==> config.mk <==
export PLATFORM = sky130hd
export DESIGN_NAME = btb_update_sched
export DESIGN_NICKNAME = d
export VERILOG_FILES = /design/src/rtl/btb_pkg.sv /design/src/rtl/btb_upd_fifo.sv /design/src/rtl/btb_update_sched.sv
export SDC_FILE = /design/constraint.sdc
export NUM_CORES = 1
export LEC_CHECK = 0
export BUFFER_PORTS_ARGS = -buffer_cell sky130_fd_sc_hd__buf_4
export CAP_MARGIN = 5
export CORE_MARGIN = 5
export CORE_UTILIZATION = 42
export CTS_CLUSTER_DIAMETER = 150
export DETAILED_ROUTE_END_ITERATION = 8
export GPL_ROUTABILITY_DRIVEN = 0
export GPL_TIMING_DRIVEN = 1
export PLACE_DENSITY_LB_ADDON = 0.1
export SYNTH_ARGS = -nofsm -noshare
export SYNTH_HDL_FRONTEND = slang
export SYNTH_SLANG_ARGS = --single-unit
export TNS_END_PERCENT = 30
==> constraint.sdc <==
create_clock -name clk -period 6.1 [get_ports clk]
set_input_delay 0.61 -clock clk [delete_from_list [all_inputs] [get_ports clk]]
set_output_delay 0.61 -clock clk [all_outputs]
set_load 0.01 [all_outputs]
==> src/rtl/btb_pkg.sv <==
// Shared types and constants for the BTB update scheduler and its pending-update FIFO.
package btb_pkg;

  localparam int BTB_PC_W        = 32;
  localparam int BTB_ENTRY_COUNT = 16;
  localparam int BTB_IDX_W       = $clog2(BTB_ENTRY_COUNT);
  localparam int BTB_FIFO_DEPTH  = 4;

  typedef struct packed {
    logic [BTB_PC_W-1:0]  pc;
    logic [BTB_PC_W-1:0]  target;
    logic                 taken;
    logic                 hit;
    logic [BTB_IDX_W-1:0] hit_idx;
  } btb_upd_t;

  typedef enum logic [0:0] {
    S_IDLE  = 1'b0,
    S_SWEEP = 1'b1
  } btb_state_e;

  // Entry indices wrap naturally because ENTRY_COUNT is a power of two.
  function automatic logic [BTB_IDX_W-1:0] btb_idx_inc(input logic [BTB_IDX_W-1:0] idx);
    return idx + BTB_IDX_W'(1);
  endfunction

endpackage

==> src/rtl/btb_upd_fifo.sv <==
// Pending-update queue: synchronous FIFO of btb_upd_t with flush and full/empty flags.
module btb_upd_fifo
  import btb_pkg::*;
#(
  parameter int DEPTH = BTB_FIFO_DEPTH
) (
  input  logic     clk,
  input  logic     rst_n,
  input  logic     push,
  input  btb_upd_t push_data,
  input  logic     pop,
  input  logic     flush,
  output btb_upd_t head,
  output logic     full,
  output logic     empty
);

  localparam int AW = $clog2(DEPTH);

  btb_upd_t      mem_r [DEPTH];
  logic [AW:0]   wr_ptr_r;
  logic [AW:0]   rd_ptr_r;
  logic          do_push_s;
  logic          do_pop_s;

  // Pointers carry one extra wrap bit so full and empty can be told apart.
  assign empty     = (wr_ptr_r == rd_ptr_r);
  assign full      = (wr_ptr_r[AW] != rd_ptr_r[AW]) &&
                     (wr_ptr_r[AW-1:0] == rd_ptr_r[AW-1:0]);
  assign head      = mem_r[rd_ptr_r[AW-1:0]];
  assign do_push_s = push && !full;
  assign do_pop_s  = pop && !empty;

  // Pointer update; a flush drops everything including a same-cycle push.
  always_ff @(posedge clk) begin
    if (!rst_n) begin
      wr_ptr_r <= {(AW+1){1'b0}};
      rd_ptr_r <= {(AW+1){1'b0}};
    end else if (flush) begin
      wr_ptr_r <= {(AW+1){1'b0}};
      rd_ptr_r <= {(AW+1){1'b0}};
    end else begin
      if (do_push_s) begin
        wr_ptr_r <= wr_ptr_r + (AW+1)'(1);
      end
      if (do_pop_s) begin
        rd_ptr_r <= rd_ptr_r + (AW+1)'(1);
      end
    end
  end

  // Storage write; contents need no reset since the pointers gate visibility.
  always_ff @(posedge clk) begin
    if (do_push_s) begin
      mem_r[wr_ptr_r[AW-1:0]] <= push_data;
    end
  end

endmodule

==> src/rtl/btb_update_sched.sv <==
// Sequences the BTB write port: queued refresh/allocate updates and the invalidate-all sweep.
// Optional statistics counters are built when BTB_UPDATE_SCHED_STATS_EN is defined.
module btb_update_sched
  import btb_pkg::*;
#(
  parameter int TAG_WIDTH   = 32,
  parameter int PC_WIDTH    = BTB_PC_W,
  parameter int ENTRY_COUNT = BTB_ENTRY_COUNT,
  parameter int FIFO_DEPTH  = BTB_FIFO_DEPTH
) (
  input  logic                           clk,
  input  logic                           rst_n,
  input  logic                           upd_valid,
  output logic                           upd_ready,
  input  logic [PC_WIDTH-1:0]            upd_pc,
  input  logic [PC_WIDTH-1:0]            upd_target,
  input  logic                           upd_taken,
  input  logic                           upd_hit,
  input  logic [$clog2(ENTRY_COUNT)-1:0] upd_hit_idx,
  input  logic                           inv_req,
  output logic                           inv_busy,
  output logic                           wr_en,
  output logic [$clog2(ENTRY_COUNT)-1:0] wr_idx,
  output logic [TAG_WIDTH-1:0]           wr_tag,
  output logic [PC_WIDTH-1:0]            wr_target,
  output logic                           wr_taken,
  output logic                           wr_valid
`ifdef BTB_UPDATE_SCHED_STATS_EN
  ,
  output logic [31:0]                    stat_alloc_cnt,
  output logic [31:0]                    stat_upd_cnt
`endif
);

  localparam int IDX_W = $clog2(ENTRY_COUNT);

  btb_state_e        state_r;
  logic [IDX_W-1:0]  victim_ptr_r;
  logic [IDX_W-1:0]  sweep_idx_r;
  btb_upd_t          push_data_s;
  btb_upd_t          head_s;
  logic              fifo_full_s;
  logic              fifo_empty_s;
  logic              push_s;
  logic              pop_s;
  logic              flush_s;

  assign upd_ready = (state_r == S_IDLE) && !fifo_full_s;
  assign push_s    = upd_valid && upd_ready;
  // A pending invalidate wins over the pop; the queue is discarded instead.
  assign flush_s   = (state_r == S_IDLE) && inv_req;
  assign pop_s     = (state_r == S_IDLE) && !inv_req && !fifo_empty_s;

  assign push_data_s.pc      = upd_pc;
  assign push_data_s.target  = upd_target;
  assign push_data_s.taken   = upd_taken;
  assign push_data_s.hit     = upd_hit;
  assign push_data_s.hit_idx = upd_hit_idx;

  btb_upd_fifo #(
    .DEPTH (FIFO_DEPTH)
  ) u_fifo (
    .clk       (clk),
    .rst_n     (rst_n),
    .push      (push_s),
    .push_data (push_data_s),
    .pop       (pop_s),
    .flush     (flush_s),
    .head      (head_s),
    .full      (fifo_full_s),
    .empty     (fifo_empty_s)
  );

  // Control FSM and registered write-port outputs.
  always_ff @(posedge clk) begin
    if (!rst_n) begin
      state_r      <= S_IDLE;
      victim_ptr_r <= {IDX_W{1'b0}};
      sweep_idx_r  <= {IDX_W{1'b0}};
      inv_busy     <= 1'b0;
      wr_en        <= 1'b0;
      wr_idx       <= {IDX_W{1'b0}};
      wr_tag       <= {TAG_WIDTH{1'b0}};
      wr_target    <= {PC_WIDTH{1'b0}};
      wr_taken     <= 1'b0;
      wr_valid     <= 1'b0;
    end else begin
      wr_en <= 1'b0;
      case (state_r)
        S_IDLE: begin
          if (inv_req) begin
            state_r     <= S_SWEEP;
            sweep_idx_r <= {IDX_W{1'b0}};
            inv_busy    <= 1'b1;
          end else if (pop_s) begin
            wr_en     <= 1'b1;
            wr_tag    <= head_s.pc[TAG_WIDTH-1:0];
            wr_target <= head_s.target;
            wr_taken  <= head_s.taken;
            wr_valid  <= 1'b1;
            if (head_s.hit) begin
              wr_idx <= head_s.hit_idx;
            end else begin
              wr_idx       <= victim_ptr_r;
              victim_ptr_r <= btb_idx_inc(victim_ptr_r);
            end
          end else begin
            state_r <= S_IDLE;
          end
        end
        S_SWEEP: begin
          wr_en     <= 1'b1;
          wr_idx    <= sweep_idx_r;
          wr_tag    <= {TAG_WIDTH{1'b0}};
          wr_target <= {PC_WIDTH{1'b0}};
          wr_taken  <= 1'b0;
          wr_valid  <= 1'b0;
          if (sweep_idx_r == IDX_W'(ENTRY_COUNT - 1)) begin
            state_r      <= S_IDLE;
            inv_busy     <= 1'b0;
            victim_ptr_r <= {IDX_W{1'b0}};
          end else begin
            sweep_idx_r <= btb_idx_inc(sweep_idx_r);
          end
        end
        default: begin
          state_r  <= S_IDLE;
          inv_busy <= 1'b0;
        end
      endcase
    end
  end

`ifdef BTB_UPDATE_SCHED_STATS_EN
  // Counts only queue-driven writes; sweep writes are excluded.
  always_ff @(posedge clk) begin
    if (!rst_n) begin
      stat_alloc_cnt <= 32'd0;
      stat_upd_cnt   <= 32'd0;
    end else if (pop_s) begin
      if (head_s.hit) begin
        stat_upd_cnt <= stat_upd_cnt + 32'd1;
      end else begin
        stat_alloc_cnt <= stat_alloc_cnt + 32'd1;
      end
    end else begin
      stat_alloc_cnt <= stat_alloc_cnt;
      stat_upd_cnt   <= stat_upd_cnt;
    end
  end
`endif

endmodule
==> qor.yml, run 1 <==
route:
  routed_wl_um: 29000
  post_drt_wl_per_cell_um: 22.4
  dr_total_vias: 6944
  first_pass_iters: 4
  ant_nets: 0
  viasPerCell: 5.36
  drtIter0Drc: 329
  drc: 0
floorplan:
  die-height_um: 188
  die-width_um: 188
  core_area_um2: 31500
  io_pins: 147
  die-area_um2: 35500
  rows: 65
  start_util_pct: 42.5
worst_setup_path:
  cp.required_ps: 6550
  arrival_ps: 3520
  worstPathCellList: "xnor2_1, a311oi_4, buf_4, or4b_1, o21ai_1"
  path_depth: 5
  cp-end-kind: "register"
  path_buf_inv: 1
  reg2reg_depth: 5
  cp_slowest_stage_delay_ps: 860
  cp_top_family: "compound AO/OA/AOI/OAI gates"
  slowest_stage: "a311oi_4"
  worst_setup_path_start_kind: "register"
  critPathMaxFanout: 62
  path_class: "reg -> reg"
power_and_ir_drop:
  total_power_mw: 5.31
  p_sw_share_pct: 20.7
  p_per_area_nw_per_um2: 330
  internal-power_mw: 4.21
  p_clk_share_pct: 42.1
  p_leak_nw: 5.45
  seq_power_share_pct: 52.7
  ir_worst_vdd_v: 0.000249
  combPwrFrac_pct: 5.2
  power_switching_mw: 1.10
min_path:
  hp-class: "in -> reg"
  holdPathStages: 1
global_routing:
  grt_pass1_wl_um: 44200
  grt_start_max_net_pins: 78
  track_usage_pct: 16.1
  grt_pass1_vias: 7581
  antenna_found_initial: 1
  grt-ovfl-total: 0
synth:
  yosysTopAreaCell: "edfxtp_1"
  yosysMostFrequentCell: "edfxtp_1"
  synthFlopType: "edfxtp_1"
  syn_nets: 789
  synth-edff-count: 280
  avgSynthCellArea_um2: 18.9
  synthTopCellsByArea: "edfxtp_1, dfxtp_1, mux4_2"
  synth-seq-cells: 369
  ys_seq_area_share_pct: 76.2
  synth_cell_types: 42
  yosysWarnings: 0
  synthCells: 708
  ys_top_cells_by_count: "edfxtp_1, dfxtp_1, nor2_1"
  synth_top_area_share_pct: 62.9
  syn_area_um2: 13400
  synthArstFlopShare_pct: 0
clock_network:
  cts.sinks: 369
  cts-htree-levels: 2
  cts_tree: "done"
  cts_buffers: 40
  root_buffer: "clkbuf_16"
  post-cts-setup-buffers: 0
  cts.reportedPaths.clkPinSlew_ps: 60
  cts_resized: 0
  cts_hold_buf: 0
  clk_latency_ps: 520
  clk_path_buf_depth: 3
placed_design:
  portBuffers: 146
  place_hpwl_um: 16500
job:
  drv_cap: 0
cells_and_area:
  layout.nets: 942
  drive_above_1_share_pct: 32.6
  fillCellCount: 2565
  syn2layout_area_growth_pct: 20.6
  antennaDiodeCount: 0
timing:
  max_slew_margin_pct: 31.1
  tightest_slew_ps: 1030
  slew_violations: 0
  fmax_mhz: 326
  layout_min_cycle_time_ps: 3070
  grt_setup_unrepaired: "no"
  finalSetupViolCount: 0
  skew_ps: 15.0
  fin_setup_tns_ps: 0
  finalHoldViolations: 0
  fin_crit_sh_pct: 50.3
run_status:
  status: "finished clean"
==> flip-flops by register name (all words and copies together) (netlist names), named ones only <==
register and count:
wr_en 1, wr_tag 32, wr_target 32, inv_busy 1
u_fifo.rd_ptr_r 3, wr_idx 4, victim_ptr_r 4, wr_valid 1
u_fifo.mem_r 280, sweep_idx_r 4, wr_taken 1, u_fifo.wr_ptr_r 3
state_r 1
==> per-stage QoR <==
stage,cells,hold slack [ps],util [%],setup slack [ps],instance area [um^2]
detailed placement,1221,494,47.3,3040,14900
floorplan,708,451,-,1060,13400
global placement,1221,455,47.3,3090,14900
finish,1295,287,51.2,3030,16100
global route,1295,261,51.2,2890,16100
CTS,1295,260,51.2,3010,16100
==> layout make-up <==
class	count	area [um^2]	share of cell area [%]
clock buffer	59	1160	7.22
clock inverter	15	68.8	0.427
inverter	8	31.3	0.194
multi-input combinational	287	2990	18.6
sequential	369	10200	63.3
tap	402	503	3.12
timing repair buffer	155	1160	7.22
==> cell families after synthesis <==
family	count (synthesis)	synth area share [%]
flops	369	76.2
mux	78	12.4
buf+inv	52	1.70
fa+ha+maj	7	0.655
simple gates	106	3.39
compound gates	88	5.08
xor+xnor	8	0.524
==> layer usage <==
layer  wire length, um  vias to the layer above  track usage (%)
met3              1690                       45             4.09
li1                  -                     3139                -
met1             11400                     3591             18.8
met2             15400                      167             29.6
met5                20                        -                0
met4               574                        2             4.20
==> layout by cell type, fill, tap and decap left out, types with 4 or more instances in the layout <==
cell / count
clkbuf_8: 7
edfxtp_1: 280
ha_1: 7
mux4_2: 70
dfxtp_1: 87
xnor2_1: 6
inv_1: 6
clkbuf_1: 11
a22oi_1: 65
nand3_1: 6
a21oi_1: 5
mux2i_1: 5
clkbuf_16: 41
buf_4: 155
nor2_1: 80
clkinv_1: 11
nand2_1: 4
==> final timing paths <==
kind / startpoint / end / slack, ps
hold / removal: upd_pc[13] / u_fifo.mem_r[3][51] / 290
setup reg to reg: u_fifo.wr_ptr_r[0] / victim_ptr_r[0] / 3030
hold reg to reg: victim_ptr_r[3] / victim_ptr_r[3] / 490
setup / recovery: u_fifo.wr_ptr_r[0] / victim_ptr_r[0] / 3030
==> power groups by stage <==
stage,clock network [mW],registers [mW],logic [mW]
2_1_floorplan,0,2.85,0.148
3_3_place_gp,0,2.85,0.275
3_5_place_dp,0,2.85,0.284
4_1_cts,2.29,2.80,0.284
5_1_grt,2.41,2.81,0.301
6_report,2.23,2.80,0.277
Note: power is estimated with default switching activity, not from simulation.
==> run 2, diff against run 1 <==
Clock period 6.1 ns to 2.6 ns, I/O delays scaled along.
==> run 2 against run 1 <==
  * Clock power increased by 140%
  * Global-route usage grew 0.29 points
  * Flip-flop and latch count unchanged
  * Die area unchanged
  * Worst setup slack got worse by 2800 ps
==> qor.yml, run 2 (synthesis results as in run 1) <==
worst_setup_path:
  arrival_ps: 2110  # -1410 ps
  cp_top_family: "XOR/XNOR gates"
  path_class: "reg -> out"
  critPathMaxFanout: 6  # -90%
  cp.required_ps: 2340  # -4210 ps
  cp_slowest_stage_delay_ps: 690  # -170 ps
  reg2reg_depth: 4  # -1
  worst_setup_path_start_kind: "register"
  worstPathCellList: "xnor2_1, a31oi_1, buf_4"
  path_buf_inv: 1  # unchanged
  cp-end-kind: "primary output"
  slowest_stage: "xnor2_1"
  path_depth: 3  # -2
global_routing:
  grt_pass1_vias: 7925  # +4.5%
  track_usage_pct: 16.4  # +0.29 points
  grt-ovfl-total: 0  # unchanged
  grt_start_max_net_pins: 64  # -18%
  grt_pass1_wl_um: 45500  # +3.0%
  antenna_found_initial: 2  # +1
timing:
  max_slew_margin_pct: 45.3  # +14 points
  grt_setup_unrepaired: "no"
  holdWs_ps: 70.7  # -216 ps
  fmax_mhz: 422
  tightest_slew_ps: 815  # -219 ps
  layout_min_cycle_time_ps: 2370
  finalSetupViolCount: 0  # unchanged
  finalHoldViolations: 0  # unchanged
  skew_ps: 20.1  # +5.06 ps
  fin_crit_sh_pct: 91.2
  slew_violations: 0  # unchanged
clock_network:
  cts_hold_buf: 70  # +70
  cts.sinks: 369  # unchanged
  cts_tree: "done"
  clk_path_buf_depth: 3  # unchanged
  root_buffer: "clkbuf_16"
  clk_latency_ps: 530  # about the same
  cts_resized: 0  # unchanged
  cts-htree-levels: 2  # unchanged
  post-cts-setup-buffers: 0  # unchanged
  cts.reportedPaths.clkPinSlew_ps: 60  # about the same
  cts_buffers: 40  # unchanged
power_and_ir_drop:
  p_per_area_nw_per_um2: 741  # +120%
  p_leak_nw: 5.87  # +7.7%
  ir_worst_vdd_v: 0.000477  # +92%
floorplan:
  rows: 65  # unchanged
  start_util_pct: 42.5  # unchanged
  core_area_um2: 31500  # unchanged
  die-area_um2: 35500  # unchanged
  io_pins: 147  # unchanged
  die-height_um: 188  # unchanged
  die-width_um: 188  # unchanged
cells_and_area:
  syn2layout_area_growth_pct: 27.9
  final_util_pct: 54.3  # +3.1 points
  fillCellCount: 2531  # -1.3%
  fin_area_um2: 17100  # +6.1%
  final_cell_mix: "edfxtp_1, buf_4, dfxtp_1, nor2_1"
  final_common_cell: "edfxtp_1"
  drive_above_1_share_pct: 32.2  # -0.41 points
  largest_register_ffs: 280  # unchanged
  layout.nets: 1026  # +8.9%
route:
  routed_wl_um: 29100  # +0.15%
  viasPerCell: 5.26  # -1.8%
  dr_total_vias: 7265  # +4.6%
  drtIter0Drc: 381  # +16%
  dr_wl_met2_um: 15100  # -2.1%
  post_drt_wl_per_cell_um: 21.1  # -6.0%
  drt-met1-wl_um: 11800  # +4.3%
  ant_nets: 0  # unchanged
  drc: 0  # unchanged
  top_layer: "met4"
  wl_met3_um: 1630  # -3.4%
  first_pass_iters: 8  # +4
min_path:
  holdPathStages: 3  # +2
  hp-class: "in -> reg"
placed_design:
  placed_area_um2: 15100  # +1.7%
  portBuffers: 146  # unchanged
  place_hpwl_um: 16800  # +2.2%
run_status:
  status: "finished clean"
job:
  drv_cap: 0  # unchanged
[run 2: changes by cell type in the layout (fill, tap and decap cells not counted), moves of 3 or more]
cell / before / now
clkinv_1: 11 / 6
buf_12: 0 / 12
clkbuf_8: 7 / 4
clkbuf_1: 11 / 6
dlygate4sd3_1: 0 / 70
clkinv_2: 3 / 9
[run 2: cell type report]
class	instances	area [um^2]	area share, %
antenna	2	5.00	0.0293
clock buffer	51	1100	6.45
clock inverter	22	148	0.864
inverter	8	30.0	0.176
multi-input combinational	287	2990	17.5
sequential	369	10200	59.6
tap	402	503	2.94
timing repair buffer	239	2120	12.4
[run 2: through the flow]
stage	setup WS [ps]	std cells	TNS [ps]	total power, mW
3_3_place_gp	344	1235	0	7.38
3_5_place_dp	274	1235	0	7.40
4_1_cts	245	1378	0	12.8
2_1_floorplan	-589	708	-82480	7.03
5_1_grt	105	1380	0	13.2
6_report	230	1380	0	12.7
[run 2: final timing paths]
path | startpoint | slack [ps] | end
worst max-delay path | u_fifo.wr_ptr_r[0] | 230 | upd_ready
worst min-delay path | rst_n | 70 | victim_ptr_r[1]
worst max register to register | u_fifo.wr_ptr_r[0] | 270 | u_fifo.mem_r[1][7]
worst min register to register | victim_ptr_r[3] | 490 | victim_ptr_r[3]
[run 2: per-layer routing]
metal	vias up	GRT usage, %
met5	-	0
met4	0	3.95
met3	43	3.52
met2	181	28.8
met1	3730	21.0
li1	3311	-
[run 2: report_power, final]
| group | total, mW | internal, mW | leakage (nW) | switching, mW |
|---|---|---|---|---|
| Combinational | 0.790 | 0.389 | 1.98 | 0.401 |
| Sequential | 6.56 | 6.50 | 3.27 | 0.0618 |
| Clock | 5.32 | 3.11 | 0.617 | 2.21 |
[run 2: tightest hold or removal path, cell delays in order]
cell and delay [ps]:
buf_4 150, nand2_1 70, mux2i_1 60
==> run 3, diff against run 2 <==
--- a/config.mk
+++ b/config.mk
@@ -12,5 +12,5 @@
 export CTS_CLUSTER_DIAMETER = 150
 export DETAILED_ROUTE_END_ITERATION = 8
-export GPL_ROUTABILITY_DRIVEN = 0
+export GPL_ROUTABILITY_DRIVEN = 1
 export GPL_TIMING_DRIVEN = 1
 export PLACE_DENSITY_LB_ADDON = 0.1
==> constraint.sdc (replaced) <==
create_clock -name clk -period 2.6 [get_ports clk]
set_input_delay 0.65 -clock clk [delete_from_list [all_inputs] [get_ports clk]]
set_output_delay 0.65 -clock clk [all_outputs]
set_load 0.01 [all_outputs]
==> run 3 against run 2 <==
  * Fmax shrank 0.12%
  * Sequential power is essentially flat
  * Flip-flop and latch count is the same
  * Die area is the same
  * Non-clock buffer count shrank 73
  * Final cell count shrank 5.6%
  * Core utilization shrank 2.4 points
  * Global-route usage shrank 0.55 points
  * Highest routed layer is now met5
==> qor.yml, run 3 (synthesis results as in run 1) <==
cells_and_area:
  largest_register_ffs: 280  # unchanged
  seqCellArea_um2: 10200  # unchanged
  drive_above_1_share_pct: 34.0  # +1.8 points
  final_common_cell: "edfxtp_1"
  layout.nets: 952  # -7.2%
  fin_area_um2: 16300  # -4.4%
  multiInputGateArea_um2: 3000  # +0.25%
  final_cell_mix: "edfxtp_1, buf_4, dfxtp_1, nor2_1, mux4_2"
  fillCellCount: 2562  # +1.2%
  syn2layout_area_growth_pct: 22.3
  antennaDiodeCount: 0  # -2
  fin_cells: 1303  # -5.6%
clock_network:
  cts.sinks: 369  # unchanged
  cts.reportedPaths.clkPinSlew_ps: 60  # about the same
  root_buffer: "clkbuf_16"
  clk_path_buf_depth: 3  # unchanged
  cts_tree: "done"
  cts_buffers: 39  # -2.5%
  clk_latency_ps: 520  # about the same
  cts-htree-levels: 2  # unchanged
timing:
  finalSetupViolCount: 0  # unchanged
  skew_ps: 18.2  # -1.95 ps
  fmax_mhz: 421  # -0.12%
  grt_setup_unrepaired: "no"
  fin_crit_sh_pct: 91.3  # +0.11 points
  max_slew_margin_pct: 45.9  # +0.61 points
  slew_violations: 0  # unchanged
  layout_min_cycle_time_ps: 2370  # +2.94 ps
  fin_setup_tns_ps: 0  # unchanged
  finalHoldViolations: 0  # unchanged
  tightest_slew_ps: 810  # -4.39 ps
worst_setup_path:
  cp_slowest_stage_delay_ps: 840  # +150 ps
  worstPathCellList: "a31oi_1, buf_4"
  worst_setup_path_start_kind: "register"
  cp.required_ps: 1950  # -390 ps
  arrival_ps: 1720  # -390 ps
  slowest_stage: "dfxtp_1"
  cp_top_family: "flip-flops"
  critPathMaxFanout: 20  # +14
  cp-end-kind: "primary output"
  path_buf_inv: 1  # unchanged
  path_class: "reg -> out"
global_routing:
  track_usage_pct: 15.8  # -0.55 points
  grt_pass1_vias: 7471  # -5.7%
  antenna_found_initial: 1  # -1
  grt-ovfl-total: 0  # unchanged
  grt_start_max_net_pins: 72  # +13%
  grt_pass1_wl_um: 43600  # -4.2%
floorplan:
  start_util_pct: 42.5  # unchanged
  rows: 65  # unchanged
  core_area_um2: 31500  # unchanged
  die-width_um: 188  # unchanged
  io_pins: 147  # unchanged
  die-area_um2: 35500  # unchanged
  die-height_um: 188  # unchanged
route:
  dr_total_vias: 6996  # -3.7%
  top_layer: "met5"
  viasPerCell: 5.37  # +2.0%
  drtIter0Drc: 469  # +23%
  routed_wl_um: 28100  # -3.3%
  drc: 0  # unchanged
  first_pass_iters: 5  # -3
  post_drt_wl_per_cell_um: 21.6  # +2.4%
  drt-met1-wl_um: 12100  # +2.3%
  wl_met3_um: 1460  # -10%
  dr_wl_met2_um: 14100  # -6.7%
  ant_nets: 0  # unchanged
placed_design:
  portBuffers: 146  # unchanged
  placed_area_um2: 15100  # -0.15%
  gp_congestion: 0.715
  placedCellCount: 1232  # -0.24%
  place_hpwl_um: 17100  # +1.7%
power_and_ir_drop:
  ir_worst_vdd_v: 0.000480  # +0.48%
  p_leak_nw: 5.54  # -5.6%
  p_per_area_nw_per_um2: 765  # +3.2%
run_status:
  status: "finished clean"
min_path:
  hp-class: "in -> reg"
job:
  drv_cap: 0  # unchanged
[run 3: timing repair]
item,in CTS,in global routing
endpoints found under the setup margin,1,0
buffers inserted,0,0
resized for setup,1,0
hold buffers,0,0
[run 3: path summary, 6_finish.rpt]
kind         slack [ps]  cells past startpoint                from                   to
max reg2reg         440                      4  u_fifo.wr_ptr_r[1]   u_fifo.mem_r[1][4]
min reg2reg         470                      2            inv_busy             inv_busy
max                 230                      2             state_r            upd_ready
min                 340                      1      upd_target[16]  u_fifo.mem_r[0][22]
[run 3: final cells by class]
type / instances / share of cell area (%)
multi-input cells: 287 / 18.3
clock buffers: 54 / 6.64
inverters: 8 / 0.184
repair buffers: 166 / 8.54
well taps: 402 / 3.08
flip-flops and latches: 369 / 62.4
clock inverters: 17 / 0.827
[run 3: routing by layer]
| layer | vias to the layer above | GRT usage (%) |
|---|---|---|
| li1 | 3167 | - |
| met2 | 179 | 27.0 |
| met1 | 3603 | 21.2 |
| met4 | 2 | 3.36 |
| met5 | - | 0 |
| met3 | 45 | 3.46 |
[run 3: report_power, final]
part,internal (mW),switching (mW)
registers,6.50,0.0631
clock network,3.12,2.13
logic,0.315,0.378
[run 3: stage by stage]
step | setup WS, ps | hold slack [ps] | utilization [%] | total power [mW]
2_1_floorplan | -597 | 451 | - | 7.03
3_3_place_gp | 321 | 451 | 48.0 | 7.37
3_5_place_dp | 283 | 467 | 48.0 | 7.40
4_1_cts | 196 | 313 | 51.9 | 12.7
5_1_grt | 122 | 313 | 51.9 | 13.0
6_report | 227 | 335 | 51.9 | 12.5
